`src/rtl/chebyshev_output_stage.sv`:
```
// Source-end stage of the Chebyshev evaluator: rounds each Horner result half-up,
// saturates it to O_BITS and queues it in a small FIFO in front of the consumer.
module chebyshev_output_stage #(
  parameter int IN_W     = 40,
  parameter int DROP     = 16,
  parameter int O_BITS   = 16,
  parameter int DEPTH    = 4,
  parameter int PTR_BITS = 2
) (
  input  logic                clock,
  input  logic                resetn,
  input  logic [IN_W-1:0]     result_in,
  input  logic                result_valid,
  output logic                result_ready,
  output logic [O_BITS-1:0]   source_data,
  output logic                source_valid,
  input  logic                source_ready,
  output logic                sat_flag,
  input  logic                sat_clear,
  output logic [PTR_BITS:0]   level
);

  localparam int QW = IN_W + 1 - DROP;
  localparam int EW = (QW > O_BITS) ? QW : O_BITS + 1;
  localparam logic [IN_W:0]       HALF       = (IN_W+1)'(1) << (DROP - 1);
  localparam logic [PTR_BITS:0]   FULL_LEVEL = (PTR_BITS+1)'(DEPTH);
  localparam logic [O_BITS-1:0]   MAX_OUT    = {1'b0, {(O_BITS-1){1'b1}}};
  localparam logic [O_BITS-1:0]   MIN_OUT    = {1'b1, {(O_BITS-1){1'b0}}};

  logic [IN_W:0]          sum;
  logic signed [QW-1:0]   q;
  logic signed [EW-1:0]   q_ext;
  logic                   sat_hi;
  logic                   sat_lo;
  logic [O_BITS-1:0]      rounded;

  logic [O_BITS-1:0]      mem [DEPTH];
  logic [PTR_BITS-1:0]    wr_ptr;
  logic [PTR_BITS-1:0]    rd_ptr;
  logic [O_BITS-1:0]      last_data;
  logic                   push;
  logic                   pop;

  // Taking the top bits of the sign-extended sum is the arithmetic shift by DROP;
  // the sum cannot overflow because only a small positive constant is added.
  assign sum     = {result_in[IN_W-1], result_in} + HALF;
  assign q       = $signed(sum[IN_W:DROP]);
  assign q_ext   = EW'(q);
  assign sat_hi  = ~q_ext[EW-1] & (|q_ext[EW-2:O_BITS-1]);
  assign sat_lo  =  q_ext[EW-1] & ~(&q_ext[EW-2:O_BITS-1]);
  assign rounded = sat_hi ? MAX_OUT : (sat_lo ? MIN_OUT : q_ext[O_BITS-1:0]);

  assign result_ready = (level != FULL_LEVEL);
  assign source_valid = (level != '0);
  assign push         = result_valid & result_ready;
  assign pop          = source_valid & source_ready;

  // When empty the output shows the last popped word rather than a stale slot.
  assign source_data  = source_valid ? mem[rd_ptr] : last_data;

  always_ff @(posedge clock) begin
    if (push) begin
      mem[wr_ptr] <= rounded;
    end
  end

  always_ff @(posedge clock or negedge resetn) begin
    if (!resetn) begin
      wr_ptr    <= '0;
      rd_ptr    <= '0;
      level     <= '0;
      last_data <= '0;
      sat_flag  <= 1'b0;
    end else begin
      if (push) begin
        wr_ptr <= wr_ptr + PTR_BITS'(1);
      end
      if (pop) begin
        rd_ptr    <= rd_ptr + PTR_BITS'(1);
        last_data <= mem[rd_ptr];
      end
      case ({push, pop})
        2'b10:   level <= level + (PTR_BITS+1)'(1);
        2'b01:   level <= level - (PTR_BITS+1)'(1);
        default: level <= level;
      endcase
      // A saturating push outranks a clear arriving on the same edge.
      if (push && (sat_hi || sat_lo)) begin
        sat_flag <= 1'b1;
      end else if (sat_clear) begin
        sat_flag <= 1'b0;
      end
    end
  end

endmodule
```
`config.mk`:
```
export PLATFORM = sky130hd
export DESIGN_NAME = chebyshev_output_stage
export DESIGN_NICKNAME = d
export VERILOG_FILES = /design/src/rtl/chebyshev_output_stage.sv
export SDC_FILE = /design/constraint.sdc
export NUM_CORES = 1
export LEC_CHECK = 0
export CAP_MARGIN = 0
export CORE_MARGIN = 10
export CORE_UTILIZATION = 45
export CTS_BUF_LIST = sky130_fd_sc_hd__clkbuf_16
export CTS_CLUSTER_DIAMETER = 30
export DETAILED_ROUTE_END_ITERATION = 8
export PLACE_DENSITY_LB_ADDON = 0.12
export SLEW_MARGIN = 15
export SYNTH_ARGS = -nofsm -noshare
export SYNTH_HDL_FRONTEND = slang
export SYNTH_SLANG_ARGS = --single-unit
```
`constraint.sdc`:
```
create_clock -name clock -period 3.65 [get_ports clock]
set_input_delay 0.73 -clock clock [delete_from_list [all_inputs] [get_ports clock]]
set_output_delay 0.73 -clock clock [all_outputs]
set_load 0.03 [all_outputs]
```
Yosys cells after proc, flatten, opt, wreduce, memory -nomap -nowiden
Memories as Yosys holds them, arrays and structs flattened.
Cells that the tools add are included.
{"block": "word_totals", "reg_bits": 24, "mem_bits_rw": 64, "in_bits": 45, "out_inout_bits": 22, "wordCells": 35, "n_memories": 1}
{"memory": "mem", "depth": 4, "width": 16, "read_ports": 1, "rd_ports_with_merged_regs": 0, "write_ports": 1, "line": "37", "text": "logic [O_BITS-1:0] mem [DEPTH];"}
{"block": "classes", "addsub": 5, "n_eq_ne": 3, "n_mux": 8, "bitwise": 6, "n_reduce_logical": 7}
{"cell": "16-bit two-way mux", "n": 3}
{"cell": "40-bit by 17-bit adder with 41-bit output (second input constant)", "n": 1}
{"cell": "9-bit AND reduction", "n": 1}
{"cell": "9-bit OR reduction", "n": 1}
{"cell": "3-bit one-hot mux with 2 select lines", "n": 1}
{"cell": "2-bit by 1-bit adder with 2-bit output (second input constant)", "n": 2}
{"cell": "1-bit AND", "n": 4}
{"cell": "1-bit two-way mux", "n": 4}
{"cell": "2-bit nonzero test", "n": 2}
{"cell": "3-bit by 1-bit adder with 3-bit output (second input constant)", "n": 1}
{"cell": "3-bit inequality test (second input constant)", "n": 1}
{"cell": "3-bit nonzero test", "n": 1}
{"cell": "3-bit by 1-bit subtractor with 3-bit output (second input constant)", "n": 1}
{"cell": "2-bit by 1-bit == test with 1-bit output (second input constant)", "n": 1}
{"cell": "2-bit == test (second input constant)", "n": 1}
{"cell": "1-bit NOT", "n": 2}
{"cell": "1-bit logical AND", "n": 1}
{"cell": "1-bit logical OR", "n": 1}

Logic depth before layout (Yosys ltp)
Gate-level depths: netlist (run 1).
{"block": "logic_depth", "word_depth": 7, "ltp_mapped": 11, "ltp_nobuf": 10}

Least setup slack after synthesis (run 1)
OpenSTA, ideal clock, no wires.
{"block": "synth_timing", "path_kind": "reg-to-reg", "start": "register level[2]", "end": "register level[2]", "arrival_time_ps": 2865, "required_time_ps": 3570, "slack_ps": 704, "stages_incl_launch_ff": 12, "path_cell_list": "dfrtp_1 or3_1 clkbuf_1 and2_1 clkbuf_1 buf_1 ha_1 inv_1 fa_1 xor2_1 nor2_1 xor2_1"}
{"block": "synth_via", "elab_chain_len": 4, "elab_cells_between_ends": 10}
{"item": "start, declared", "line": "20", "text": "output logic [PTR_BITS:0] level"}
{"item": "start signal, assigned", "line": "83", "text": "2'b10: level <= level + (PTR_BITS+1)'(1);"}
{"item": "start signal, assigned", "line": "84", "text": "2'b01: level <= level - (PTR_BITS+1)'(1);"}
{"item": "start signal, assigned", "line": "85", "text": "default: level <= level;"}
{"item": "3-bit nonzero test *", "line": "54", "text": "assign source_valid = (level != '0);"}
{"item": "1-bit AND *", "line": "56", "text": "assign pop = source_valid & source_ready;"}
{"item": "net pop", "line": "42", "text": "logic pop;"}
{"item": "2-bit by 1-bit == test with 1-bit output / 2-bit == test (equally long branches)", "line": "82", "text": "case ({push, pop})"}
{"item": "3-bit one-hot mux with 2 select lines / 2-bit nonzero test (equally long branches)"}
The timed path passes the listed nets; every way through them passes the cells marked *.
A chain may end at the register's enable or synchronous reset.

Final worst setup path (run 1)
{"block": "layout_timing", "start": "input port result_in[15]", "end": "memory mem[3][9], data pin"}
{"block": "layout_via", "elab_chain_len": 6, "elab_cells_between_ends": 9}
{"item": "start, declared", "line": "12", "text": "input logic [IN_W-1:0] result_in,"}
{"item": "40-bit by 17-bit adder with 41-bit output *", "line": "46", "text": "assign sum = {result_in[IN_W-1], result_in} + HALF;"}
{"item": "9-bit AND reduction", "line": "50", "text": "assign sat_lo = q_ext[EW-1] & ~(&q_ext[EW-2:O_BITS-1]);"}
{"item": "1-bit NOT", "line": "50"}
{"item": "1-bit AND", "line": "50"}
{"item": "16-bit two-way mux", "line": "51", "text": "assign rounded = sat_hi ? MAX_OUT : (sat_lo ? MIN_OUT : q_ext[O_BITS-1:0]);"}
{"item": "16-bit two-way mux *", "line": "51"}
{"item": "net rounded[9]", "line": "35", "text": "logic [O_BITS-1:0] rounded;"}
{"item": "end, declared", "line": "37"}
Marked as above.

==> flow_metrics.env, run 1 <==
export IMPL_p_leak_nw=1.94
export IMPL_ant_nets=0
export IMPL_postLayoutCellArea_sq_um=5300
export IMPL_ir_drop_mv=0.326
export IMPL_finalCritPeriodShare=0.889
export IMPL_clkSinkCount=88
export IMPL_fp_dieW_um=117
export IMPL_synth_top_area_share=0.456
export IMPL_crit_path_end_kind="flip-flop"
export IMPL_async_flop_share=0.273
export IMPL_numPortBuffers=51
export IMPL_status="finished clean"
export IMPL_antenna_cells=0
export IMPL_via_per_inst=5.32
export IMPL_reg2reg_setup_slack_ps=1160
export IMPL_cts_buffers=9
export IMPL_yosysTopAreaCell="edfxtp_1"
export IMPL_dpl_hpwl_um=5970
export IMPL_cp_max_fo=8
export IMPL_layout_common_cells="edfxtp_1 (64), clkdlybuf4s50_1 (51), mux2_2 (32)"
export IMPL_finalClockSkew_ps=6.55
export IMPL_p_per_area_nw_per_um2=777
export IMPL_io_pins=67
export IMPL_drc_errors=0
export IMPL_drtPass1Iterations=4
export IMPL_clockRootBuffer="clkbuf_16"
export IMPL_cts_setup_buffers=0
export IMPL_grt_max_degree=25
export IMPL_nets=409
export IMPL_syn_area_sq_um=4220
export IMPL_placed_area_sq_um=5000
export IMPL_syn_inst=280
export IMPL_max_cap_violations=0
export IMPL_overflow=0
export IMPL_synthTopCellsByArea="edfxtp_1 (46%), dfrtp_1 (14%), mux2_2 (8.5%)"
export IMPL_slew_viol_final=0
export IMPL_cts_hold_buf=0
export IMPL_cp_start_kind="primary input"
export IMPL_cts_clk_slew_worst_paths_ps=60
export IMPL_fin_tns_setup_ps=0
export IMPL_clock_latency_ps=330
export IMPL_cp_data_arrival_time_ps=3330
export IMPL_slew_headroom=0.442
export IMPL_tightest_slew_ps=837
export IMPL_gp_congestion=0.884
export IMPL_cts_tree="built"
export IMPL_ys_seq_area_frac=0.598
export IMPL_max_freq_mhz=308
export IMPL_drive_above_1_share=0.268
export IMPL_clock_tree_buffer_depth=2
export IMPL_fin_ws_ps=405
export IMPL_synth_nets=332
export IMPL_track_usage=0.123
export IMPL_die_y_um=117
export IMPL_wl_per_cell_um=16.9
export IMPL_cts_max_level=3
export IMPL_final_common_cell="edfxtp_1"
export IMPL_synth_cell_type_count=45
export IMPL_area_delta_synth_final_pct=25.7
export IMPL_ys_warnings_count=0
export IMPL_hp_class="reg2reg"
export IMPL_wirelength_um=8000
export IMPL_grt_pass1_vias=2603
export IMPL_dieArea_sq_um=13600
export IMPL_grt_pass1_wl_um=13200
export IMPL_pre_cts_ws_ps=-234
export IMPL_hold_viol=0
export IMPL_post_synth_cell_area_avg_sq_um=15.1
export IMPL_cts_resized=0
export IMPL_drt_initial_drc_count=182
export IMPL_num_rows=35
export IMPL_synth_seq_cells=88
export IMPL_critical_path_class="in2reg"
export IMPL_final_min_clock_period_ps=3250
export IMPL_synthFlopType="edfxtp_1"
export IMPL_vias=2516
export IMPL_power_total_mw=4.12
export IMPL_antenna_found_initial=0
export IMPL_core_sq_um=9200
export IMPL_synth_edf_count=64
export IMPL_worstPathRequired_ps=3730
export IMPL_initial_utilization=0.459
export IMPL_setup_viol=0
export IMPL_rsz0062_at_grt="false"
area by class of cell:
type                       instances  area, sq um
multi-input combinational        172         1610
fill                             755         3890
sequential                        88         2520
timing repair buffer              76          698
tap                              111          139
inverter                          10         37.5
clock buffer                      11          275
clock inverter                     5         20.0
sequential cells by signal (all words and copies together) (netlist names):
| register | count |
|---|---|
| last_data | 16 |
| sat_flag | 1 |
| wr_ptr | 2 |
| level | 3 |
| rd_ptr | 2 |
| mem | 64 |
synthesized netlist by cell type (2+ instances only):
cell and number:
edfxtp_1 64, mux2_2 32, dfrtp_1 24, mux4_2 16
nand2_1 13, xor2_1 13, xnor2_1 12, a21oi_1 11
nand3_1 11, inv_1 10, nand4_1 7, o21ai_0 7
and3_1 6, clkbuf_1 6, ha_1 6, nor2_1 6
and2_1 3, a21oi_2 2, and4_1 2, buf_2 2
mux2i_1 2, nor3_1 2
path summary, 6_finish.rpt:
check | start | end | cells after the start
min in group asynchronous | resetn | last_data[5] | 2
setup / recovery | result_in[15] | mem[3][9] | 11
hold / removal | last_data[14] | last_data[14] | 1
hold reg to reg | last_data[14] | last_data[14] | 1
setup reg to reg | level[2] | level[2] | 8
max in group asynchronous | resetn | last_data[14] | 2
worst max-delay path, cell delays in order:
cell and delay [ps]:
clkdlybuf4s50_1 500, ha_1 220, nand4_1 190, nor3_4 250
and3_1 250, o21a_1 130, a221oi_1 50, a21oi_1 470
buf_4 260, o21ai_0 120, buf_4 160
power by group:
group	switching, mW	internal, mW
Combinational	0.937	0.847
Sequential	0.0918	1.38
Clock	0.339	0.533
Total	1.37	2.76
stage by stage:
| step | utilization | std cells | hold WS [ps] |
|---|---|---|---|
| 2_1_floorplan | - | 280 | 434 |
| 3_3_place_gp | 0.544 | 456 | 486 |
| 3_5_place_dp | 0.544 | 456 | 492 |
| 4_1_cts | 0.576 | 472 | 505 |
| 5_1_grt | 0.577 | 473 | 521 |
| 6_report | 0.577 | 473 | 499 |
cells by family (layout without fill, tap and decap cells):
logic type | count (synthesis) | in the layout | share of synthesized area
xor gates and xnor gates | 25 | 25 | 0.0519
adders and majority gates | 7 | 7 | 0.0225
muxes | 50 | 50 | 0.176
AOI/OAI and AO/OA | 27 | 27 | 0.0397
DFF | 88 | 88 | 0.598
buffers and inverters | 20 | 102 | 0.0202
and+or+nand+nor | 63 | 63 | 0.0922
routing by layer:
| metal | GRT usage | up-vias | routed length, um |
|---|---|---|---|
| li1 | - | 1226 | - |
| met1 | 0.168 | 1223 | 3920 |
| met2 | 0.187 | 57 | 3550 |
| met3 | 0.0306 | 10 | 408 |
| met4 | 0.0453 | 0 | 117 |
| met5 | 0 | - | 0 |
No activity file was read; power rests on OpenSTA's default activity.
==> run 2, diff against run 1 <==
--- a/config.mk
+++ b/config.mk
@@ -5,7 +5,7 @@
 export SDC_FILE = /design/constraint.sdc
 export NUM_CORES = 1
 export LEC_CHECK = 0
-export CAP_MARGIN = 0
+export CAP_MARGIN = 20
 export CORE_MARGIN = 10
 export CORE_UTILIZATION = 45
 export CTS_BUF_LIST = sky130_fd_sc_hd__clkbuf_16
==> results of run 2 <==
The final DEF is identical to that of run 1; final timing and power are the same.
==> run 3, diff against run 2 <==
==> constraint.sdc (replaced) <==
create_clock -name clock -period 4.1 [get_ports clock]
set_input_delay 0.82 -clock clock [delete_from_list [all_inputs] [get_ports clock]]
set_output_delay 0.82 -clock clock [all_outputs]
set_load 0.03 [all_outputs]
==> flow_metrics.env, run 3 (synthesis results as in run 1) <==
export IMPL_setup_viol=0
export IMPL_ant_nets=0
export IMPL_largest_register_ffs=64
export IMPL_largest_register="mem"
export IMPL_ff2ff_path_depth=8
export IMPL_cp_start_kind="primary input"
export IMPL_num_rows=35
export IMPL_drtPass1Iterations=4
export IMPL_ir_drop_mv=0.246
export IMPL_clockRootBuffer="clkbuf_16"
export IMPL_nets=389
export IMPL_cts_buffers=9
export IMPL_p_leak_nw=1.82
export IMPL_cp_data_arrival_time_ps=3580
export IMPL_status="finished clean"
export IMPL_max_cap_violations=0
export IMPL_tightest_slew_ps=860
export IMPL_vias=2469
export IMPL_clock_tree_buffer_depth=2
export IMPL_grt_max_degree=25
export IMPL_hp_class="reg2reg"
export IMPL_layout_common_cells="edfxtp_1 (64), clkdlybuf4s50_1 (51), mux2_2 (32)"
export IMPL_path_depth=9
export IMPL_cts_max_level=3
export IMPL_track_usage=0.124
export IMPL_crit_path_end_kind="flip-flop"
export IMPL_slowest_delay_ps=550
export IMPL_antenna_cells=0
export IMPL_drt_initial_drc_count=157
export IMPL_final_common_cell="edfxtp_1"
export IMPL_finalClockSkew_ps=5.04
export IMPL_hold_depth=1
export IMPL_critPathBufInv=1
export IMPL_grt_pass1_wl_um=13200
export IMPL_clkSinkCount=88
export IMPL_core_sq_um=9200
export IMPL_overflow=0
export IMPL_grt_pass1_vias=2544
export IMPL_cts_tree="built"
export IMPL_via_per_inst=5.45
export IMPL_top_regs="mem: 64 flops, last_data: 16 flops, level: 3 flops"
export IMPL_cts_setup_buffers=0
export IMPL_antenna_found_initial=0
export IMPL_crit_slowest_cell="or4_1"
export IMPL_numPortBuffers=51
export IMPL_area_delta_synth_final_pct=21.4
export IMPL_p_per_area_nw_per_um2=702
export IMPL_rsz0062_at_grt="false"
export IMPL_cts_resized=0
export IMPL_postLayoutCellArea_sq_um=5120
export IMPL_drive_above_1_share=0.231
export IMPL_gp_congestion=0.894
export IMPL_io_pins=67
export IMPL_cts_hold_buf=0
export IMPL_path_cells="clkdlybuf4s50_1 > ha_1 > nand4_1 > nor3_4 > and2_1 > xnor2_1 > or4_1 > and2_4 > o21ai_0"
export IMPL_dpl_hpwl_um=5820
export IMPL_fill_cells=750
export IMPL_placed_area_sq_um=4850
export IMPL_wl_per_cell_um=17.7
export IMPL_power_total_mw=3.60
export IMPL_cts_clk_slew_worst_paths_ps=60
export IMPL_final_min_clock_period_ps=3520
export IMPL_fp_dieW_um=117
export IMPL_cp_max_fo=15
export IMPL_slew_viol_final=0
export IMPL_finalCritPeriodShare=0.859
export IMPL_dieArea_sq_um=13600
export IMPL_clock_latency_ps=330
export IMPL_max_freq_mhz=284
export IMPL_path_delay_family="simple AND/OR/NAND/NOR gates"
export IMPL_initial_utilization=0.459
export IMPL_worstPathRequired_ps=4160
export IMPL_drc_errors=0
export IMPL_slew_headroom=0.426
export IMPL_wirelength_um=8030
export IMPL_critical_path_class="in2reg"
export IMPL_hold_viol=0
export IMPL_die_y_um=117
==> run 3: cell count changes in the layout (fill, tap and decap cells not counted) <==
cell        before  now
buf_4           25    5
clkinvlp_4       0    3
clkbuf_16       11    9
clkinv_1         2    1
clkinv_2         1    2
inv_1           12   11
==> run 3: area by class of cell <==
type	instances	area (sq um)	share of cell area
clock buffers	9	225	0.0440
clock inverters	7	40.0	0.00781
inverters	10	37.5	0.00733
multi-input cells	172	1610	0.315
flip-flops and latches	88	2520	0.492
well taps	111	139	0.0271
repair buffers	56	548	0.107
==> run 3: worst paths after layout <==
| kind | start | to | slack [ps] |
|---|---|---|---|
| setup / recovery | result_in[15] | mem[0][9] | 580 |
| hold / removal | last_data[9] | last_data[9] | 500 |
| setup reg to reg | level[2] | level[2] | 1610 |
| hold reg to reg | last_data[9] | last_data[9] | 500 |
| max in group asynchronous | resetn | last_data[10] | 2990 |
| min in group asynchronous | resetn | last_data[1] | 850 |
==> run 3: per-stage QoR <==
stage                     hold WS (ps)  cells  setup slack [ps]  TNS, ps  utilization
after floorplan                    477    280              1150        0            -
after global placement             485    436              20.0        0        0.527
after detailed placement           492    436              -117    -1170        0.527
after CTS                          505    452               235        0        0.556
after global routing               515    453               348        0        0.557
final                              504    453               579        0        0.557
==> run 3: power breakdown <==
| group | total (mW) | switching, mW | internal [mW] |
|---|---|---|---|
| logic | 1.54 | 0.801 | 0.740 |
| registers | 1.34 | 0.119 | 1.22 |
| clock network | 0.713 | 0.310 | 0.403 |
| total | 3.60 | 1.23 | 2.37 |
==> run 3: metal layers <==
layer | track usage | part of all wire | up-vias
li1 | - | - | 1185
met1 | 0.169 | 0.47 | 1205
met2 | 0.189 | 0.45 | 74
met3 | 0.0382 | 0.069 | 5
met4 | 0.0305 | 0.0087 | 0
met5 | 0 | 0 | -
==> patch: new RTL, flow settings as in run 2 <==
Reset style: synchronous (`resetn`), changed in one clocked block.
--- a/src/rtl/chebyshev_output_stage.sv
+++ b/src/rtl/chebyshev_output_stage.sv
@@ -65,5 +65,5 @@
   end
 
-  always_ff @(posedge clock or negedge resetn) begin
+  always_ff @(posedge clock) begin
     if (!resetn) begin
       wr_ptr    <= '0;
Formal check against the unedited RTL: differs if resetn is asserted again (counterexample within 4 cycles, from zero or initial values and one cycle with resetn low); with resetn held inactive, the same outputs for 10 cycles.
==> patch against run 2 <==
  * Routed wire length is 9.9% higher
  * Final area increased by 1.6%
  * Sequential cell count increased by 2
  * Non-clock buffer count is 8 lower
  * Global-route usage up 0.58 points
  * Clock power up 1%
  * Setup slack got worse by 0.065 ns
  * Sequential power is 10% lower
  * Area after synthesis increased by 3.1%
  * Power is 7.1% lower
  * Count of clock-buffer cells in the layout is 2 lower
  * Worst hold slack got worse by 0.035 ns
  * Combinational power decreased by 8%
  * Critical endpoint is now mem[2][1]
==> patch: results (changes against run 2) <==
FMAX=0.302 GHz (was 0.308 GHz); slowest cell on the critical path=or4_4 (was clkdlybuf4s50_1); worst clock skew=0.0112 ns (was 0.00655 ns); met3 Resource Use GR=0.0305 (was 0.0306); outcome=finished, final reports clean (unchanged); Commonest cells post-synth=64 x edfxtp_1, 42 x nand2_1, 26 x dfxtp_1 (was 64 x edfxtp_1, 32 x mux2_2, 24 x dfrtp_1); Critical R2R Capture=level[2] (unchanged); FF-to-FF path depth=9 (was 8); hold wc startpoint=last_data[0] (was last_data[14]); Total GRT Usage=0.129 (was 0.123); placed cells=515 (was 456); maximum vdd ir drop=471 µV (was 326 µV); register area share after synthesis=0.561 (was 0.598); number of synthesized flops with an enable pin=64 (unchanged); Worst Setup EP=mem[2][1] (was mem[3][9]); Compound-Gate Fraction of Synth Area=0.0874 (was 0.0397); Post-Route M1 WL=4050 µm (was 3920 µm); Slew @ Worst Pin=0.922 ns (was 0.837 ns); syn nets=383 (was 332); reg2reg start=level[0] (was level[2]); largest net degree at the start of global routing=26 (was 25); Placed Area=0.00509 mm² (was 0.00500 mm²); Post-layout nets=449 (was 409); R2R setup slack=0.97 ns (was 1.16 ns); top post-synthesis cells by area=edfxtp_1 44%, dfxtp_1 12%, mux4_2 8.3%, mux2_2 4.4%, nand2_1 3.6% (was edfxtp_1 46%, dfrtp_1 14%, mux2_2 8.5%, mux4_2 8.5%, xor2_1 2.7%); DR WL met2=4240 µm (was 3550 µm); Post-Synth Adder-Cell Area=0.0219 (was 0.0225); setup slack at placement=-0.0127 ns (was -0.234 ns); number of global-route vias before repair=2913 (was 2603); layout cell share with drive strength beyond 1=0.216 (was 0.268); CP peak stage delay=0.55 ns (was 0.50 ns); Non-Filler Instances=531 (was 473); Root Buffer=clkbuf_16 (unchanged); Cells after Synth=331 (was 280); 1st-iter DRT viols=134 (was 182); top flop regs=mem (64), last_data (16), level (3) (unchanged); Post-Synth XOR/XNOR Area=0.0403 (was 0.0519); Vias/cell=5.30 (was 5.32); met3 wire len=373 µm (was 408 µm); hold depth=2 (was 1); mux share of post-synthesis cell area=0.131 (was 0.176); synth unique cells=49 (was 45); wirelength, routed=8790 µm (was 8000 µm); met2 usage=0.215 (was 0.187); Worst Hold Endpoint=last_data[0] (was last_data[14]); Leakage Power=1.78 nW (was 1.94 nW); worst hold slack=0.465 ns (was 0.499 ns); Largest delay share family, worst path=simple AND/OR/NAND/NOR gates (was buffers and inverters); CP Data Arrival Time=3.40 ns (was 3.33 ns); H-Tree Depth=3 (unchanged); fraction of registers with async set/reset=0 (was 0.273); P_sw=1.36 mW (was 1.37 mW)
==> patch: changes by cell type in the layout (fill, tap and decap cells not counted), sizes merged, moves of 4 or more <==
cell,delta
a21boi,+17
a21oi,-10
buf,-8
dfrtp,-24
dfxtp,+26
mux2,-15
nand2,+29
o21ai,+13
or3,+4
==> patch: power groups by stage <==
stage	logic [mW]	registers, mW	clock network [mW]
final	1.63	1.32	0.884
after global routing	1.76	1.33	0.949
after CTS	1.67	1.32	0.902
after detailed placement	1.66	1.34	0
after global placement	1.65	1.33	0
after floorplan	1.06	1.35	0
==> patch: through the flow <==
step	util	TNS, ns
floorplan	-	0
global placement	0.546	0
detailed placement	0.546	-0.0509
CTS	0.578	0
global route	0.578	0
finish	0.578	0
==> patch: layout make-up <==
type,count,area (µm²)
fillers,755,3940
flip-flops and latches,90,2440
multi-input cells,219,1800
repair buffers,68,651
clock buffers,9,225
well taps,129,161
clock inverters,7,70.1
inverters,9,33.8
